**config.mk**
```make
export PLATFORM = sky130hd
export DESIGN_NAME = sort_job_sequencer
export DESIGN_NICKNAME = d
export VERILOG_FILES = /design/src/rtl/sort_job_sequencer.sv
export SDC_FILE = /design/constraint.sdc
export NUM_CORES = 1
export LEC_CHECK = 0
export CORE_ASPECT_RATIO = 0.7
export CORE_UTILIZATION = 25
export CTS_BUF_LIST = sky130_fd_sc_hd__clkbuf_8
export CTS_CLUSTER_DIAMETER = 30
export DETAILED_ROUTE_END_ITERATION = 12
export SYNTH_ARGS = -nofsm -noshare
export SYNTH_HDL_FRONTEND = slang
export SYNTH_SLANG_ARGS = --single-unit
```
**constraint.sdc**
```tcl
create_clock -name clk -period 1.4 [get_ports clk]
set_input_delay 0.28 -clock clk [delete_from_list [all_inputs] [get_ports clk]]
set_output_delay 0.28 -clock clk [all_outputs]
set_load 0.05 [all_outputs]
```
**src/rtl/sort_job_sequencer.sv**
```systemverilog
// rtl/sort_job_sequencer.sv - load/sort/read-out sequencer around an 8x8 single-port RAM
// Optional sort watchdog and ERR state when SEQ_TIMEOUT_EN is defined.
module sort_job_sequencer (
  input  logic       clk,
  input  logic       rst,
  input  logic       in_valid,
  output logic       in_ready,
  input  logic [7:0] in_data,
  output logic       out_valid,
  input  logic       out_ready,
  output logic [7:0] out_data,
  output logic       out_last,
  output logic       sort_s,
  input  logic       sort_done,
  input  logic [2:0] sort_addr,
  input  logic       sort_we,
  input  logic [7:0] sort_din,
  output logic [2:0] ram_addr,
  output logic       ram_we,
  output logic [7:0] ram_din,
  input  logic [7:0] ram_dout,
`ifdef SEQ_TIMEOUT_EN
  output logic       err,
`endif
  output logic       busy
);

  typedef enum logic [2:0] {
    IDLE,
    LOAD,
    SORT,
    RD,
`ifdef SEQ_TIMEOUT_EN
    ERR,
`endif
    HOLD
  } state_t;

  state_t      state_q, state_d;
  logic [2:0]  wcnt_q, wcnt_d;
  logic [2:0]  rcnt_q, rcnt_d;
  logic [7:0]  data_q, data_d;
  logic        first_q, first_d;
`ifdef SEQ_TIMEOUT_EN
  logic [7:0]  wd_q, wd_d;
`endif

  always_ff @(posedge clk) begin
    if (rst) begin
      state_q <= IDLE;
      wcnt_q  <= 3'd0;
      rcnt_q  <= 3'd0;
      data_q  <= 8'd0;
      first_q <= 1'b0;
`ifdef SEQ_TIMEOUT_EN
      wd_q    <= 8'd0;
`endif
    end else begin
      state_q <= state_d;
      wcnt_q  <= wcnt_d;
      rcnt_q  <= rcnt_d;
      data_q  <= data_d;
      first_q <= first_d;
`ifdef SEQ_TIMEOUT_EN
      wd_q    <= wd_d;
`endif
    end
  end

  // The RAM read lands during the first HOLD cycle, so that cycle passes ram_dout
  // straight through and the register holds it for any stall that follows.
  assign out_data = first_q ? ram_dout : data_q;
  assign busy     = (state_q != IDLE);
`ifdef SEQ_TIMEOUT_EN
  assign err      = (state_q == ERR);
`endif

  always_comb begin
    state_d   = state_q;
    wcnt_d    = wcnt_q;
    rcnt_d    = rcnt_q;
    data_d    = data_q;
    first_d   = 1'b0;
    in_ready  = 1'b0;
    out_valid = 1'b0;
    out_last  = 1'b0;
    sort_s    = 1'b0;
    ram_addr  = 3'd0;
    ram_we    = 1'b0;
    ram_din   = 8'd0;
`ifdef SEQ_TIMEOUT_EN
    wd_d      = wd_q;
`endif
    case (state_q)
      IDLE: state_d = LOAD;
      LOAD: begin
        in_ready = 1'b1;
        if (in_valid) begin
          ram_we   = 1'b1;
          ram_addr = wcnt_q;
          ram_din  = in_data;
          wcnt_d   = wcnt_q + 3'd1;
          if (wcnt_q == 3'd7) begin
            state_d = SORT;
`ifdef SEQ_TIMEOUT_EN
            wd_d    = 8'd0;
`endif
          end
        end
      end
      SORT: begin
        sort_s   = 1'b1;
        ram_addr = sort_addr;
        ram_we   = sort_we;
        ram_din  = sort_din;
        if (sort_done) begin
          state_d = RD;
        end
`ifdef SEQ_TIMEOUT_EN
        else if (wd_q == 8'd255) begin
          state_d = ERR;
        end else begin
          wd_d = wd_q + 8'd1;
        end
`endif
      end
      RD: begin
        ram_addr = rcnt_q;
        first_d  = 1'b1;
        state_d  = HOLD;
      end
      HOLD: begin
        out_valid = 1'b1;
        out_last  = (rcnt_q == 3'd7);
        if (first_q) begin
          data_d = ram_dout;
        end
        if (out_ready) begin
          if (rcnt_q == 3'd7) begin
            rcnt_d  = 3'd0;
            state_d = LOAD;
          end else begin
            rcnt_d  = rcnt_q + 3'd1;
            state_d = RD;
          end
        end
      end
      default: state_d = state_q;
    endcase
  end

endmodule
```
==> impl_metrics.toml <==
[status]
status = "finished with violations"
violations = "setup timing"

[timing]
holdWs_ns = 0.487
hold_viol = 0
setup_slack_ns = -0.397
setup_viol = 32
period_needed_ns = 1.80
rsz0062_at_grt = "yes"
drv_slew = 0
period_share = 1.28
max-slew-margin-rel = 0.769
skew_ns = 0.000939
fmax_mhz = 556
worstMarginPinSlew_ns = 0.345

[finish]
num_antenna_cells = 0
nets = 236
syn_to_final_growth_pct = 134
fillers = 305
stdcell_count = 250
multiInputGateArea_um2 = 867
ff_latch_area_um2 = 373
utilization = 0.626
drive_above_1_share = 0.510

[clock_network]
cts_inserted_buffers = 3
cts_tree = "yes"
clock-sinks = 18
clk_latency_ns = 0.25
clockBufferDepth = 2
h-tree-depth = 1
cts_root_buf = "clkbuf_8"
path_clk_slew_ns = 0.07

[synth]
netlist_instances = 113
ys.flop_type = "dfxtp_1"
yosysMostFrequentCell = "dfxtp_1"
netlist_top_cells_count = "18 x dfxtp_1, 15 x mux2i_1, 15 x nor2_1"
ys_ff_latch = 18
synth.avg_cell_area_um2 = 9.52
ys_async_sr_fraction = 0
synth_edf_count = 0
syn-cell-area_um2 = 1080
synth_top_area_share = 0.335
ys_seq_area_frac = 0.335
syn-num-nets = 150
yosysWarnings = 0
synth_top_cell_by_area = "dfxtp_1"
yosysUniqueCellTypes = 32
netlist_top_cells_area = "dfxtp_1 33%, mux2i_1 14%, mux2_2 8.4%"

[worst_hold_path]
hold_start = "in_valid"
hp-class = "in2reg"

[place]
dpl.hpwl_um = 2810
portBuffers = 57
place_congestion = 0.710
dp_cells = 230

[power_and_ir_drop]
ir_drop_mv = 0.320
power_leakage_nw = 1.05
powerDensity_nw_per_um2 = 528

[worst_setup_path]
worstSetupStartpointType = "flip-flop"
critPathSlowestCell = "nor4bb_4"
critical_path_class = "reg2out"
required_ns = 1.12
path_max_fanout = 4
cp-end-kind = "primary output"
cp_top_family = "simple AND/OR/NAND/NOR gates"
cp.buffers_inverters = 2
r2r_start = "state_q[0]$_SDFFE_PP0P_"
cp_cell_sequence = "nor4bb_4, buf_4, a22o_4, buf_12"
crit_arrival_ns = 1.52
slowest_delay_ns = 0.40
startpoint = "state_q[0]$_SDFFE_PP0P_"

[global_routing]
grt_pass1_vias = 1215
track_usage = 0.177
grt_antenna_before_repair = 0
grt_max_degree = 11
grt_pass1_wl_um = 6090
overflow = 0

[die]
initial_core_util = 0.268
fp-row-count = 19
die_x_um = 80.4
placeableCoreArea_um2 = 4020
dieHeight_um = 56.9
dieArea_um2 = 4570
top_level_ports = 58

[drt]
vias_per_cell = 4.72
wl_per_cell_um = 15.4
final_antenna_net_count = 0
routed_wl_um = 3860
drtIter0Drc = 62
drt_first_pass_iters = 4
remaining_drc_errors = 0
vias = 1181

[run]
drv_cap = 0
sequential cells by signal, summed over array words and instances (netlist names):
| register | cells |
|---|---|
| data_q | 8 |
| first_q | 1 |
| wcnt_q | 3 |
| state_q | 3 |
| rcnt_q | 3 |
timing repair:
item                                    in CTS  in global routing
hold buffers                                 0                  0
setup buffers                               11                 12
gates cloned                                 1                  0
gates resized for setup                     35                 10
endpoints found under the setup margin      36                 39
pin swaps                                   13                  8
hold endpoints to repair                     0                  0
per-stage QoR:
step                      power [W]  TNS, ns  setup WS (ns)  cell area (um^2)
after floorplan            0.000695    -4.10         -0.395              1230
after global placement     0.000893    -7.09         -0.528              2210
after detailed placement   0.000900    -7.86         -0.579              2210
after CTS                   0.00133    -6.62         -0.407              2460
after global routing        0.00138    -8.22         -0.459              2510
final                       0.00133    -6.46         -0.397              2510
power breakdown:
part / switching (W) / internal (W) / total (W)
registers: 0.00000967 / 0.000514 / 0.000524
clock network: 0.000167 / 0.000250 / 0.000417
logic: 0.000165 / 0.000222 / 0.000387
total: 0.000342 / 0.000986 / 0.00133
final timing paths:
kind	slack, ns	endpoint	cells past startpoint
worst max register to register	-0.09	wcnt_q[1]$_SDFFE_PP0P_	6
worst min register to register	0.50	data_q[3]$_SDFFE_PP0N_	2
worst max-delay path	-0.40	ram_din[6]	4
worst min-delay path	0.49	state_q[1]$_SDFFE_PP0P_	3
cell families after synthesis:
logic type	after synthesis	synth area share
AOI/OAI and AO/OA	20	0.130
and+or+nand+nor	36	0.192
DFF	18	0.335
adders and majority gates	4	0.0465
muxes	23	0.223
buffers and inverters	11	0.0651
xor gates and xnor gates	1	0.00814
cell type report:
type,instances,area share
Clock buffer,4,0.0219
Inverter,2,0.00398
Multi-Input combinational cell,84,0.345
Sequential cell,18,0.148
Tap cell,52,0.0259
Timing Repair Buffer,90,0.455
tightest hold or removal path: stages:
cell and delay, ns:
dlygate4sd2_1 0.26, nand3_1 0.08, a311oi_1 0.08
metal layers:
layer	wire [um]	up-vias	part of all wire	global-route usage
li1	-	575	-	-
met1	1690	584	0.44	0.227
met2	2040	18	0.53	0.304
met3	75	4	0.019	0.0325
met4	43	0	0.011	0.0408
met5	0	-	0	0
cells in the final DEF, fill, tap and decap left out, types with 2 or more instances in the layout:
| cell type | netlist | layout |
|---|---|---|
| nand3_1 | 3 | 3 |
| buf_6 | 2 | 14 |
| o21ai_4 | 0 | 3 |
| a21oi_1 | 2 | 2 |
| a22o_4 | 0 | 8 |
| o21ai_1 | 5 | 2 |
| nor3b_4 | 0 | 2 |
| buf_12 | 0 | 27 |
| dfxtp_1 | 18 | 14 |
| mux2_4 | 0 | 8 |
| clkdlybuf4s50_1 | 0 | 31 |
| mux2i_1 | 15 | 15 |
| nand2_1 | 6 | 2 |
| dfxtp_4 | 0 | 3 |
| nand2_4 | 0 | 4 |
| ha_1 | 4 | 4 |
| nor2_1 | 15 | 14 |
| nor3_1 | 2 | 2 |
| clkbuf_8 | 0 | 4 |
| buf_4 | 3 | 17 |
(Power assumes the default switching activity.)
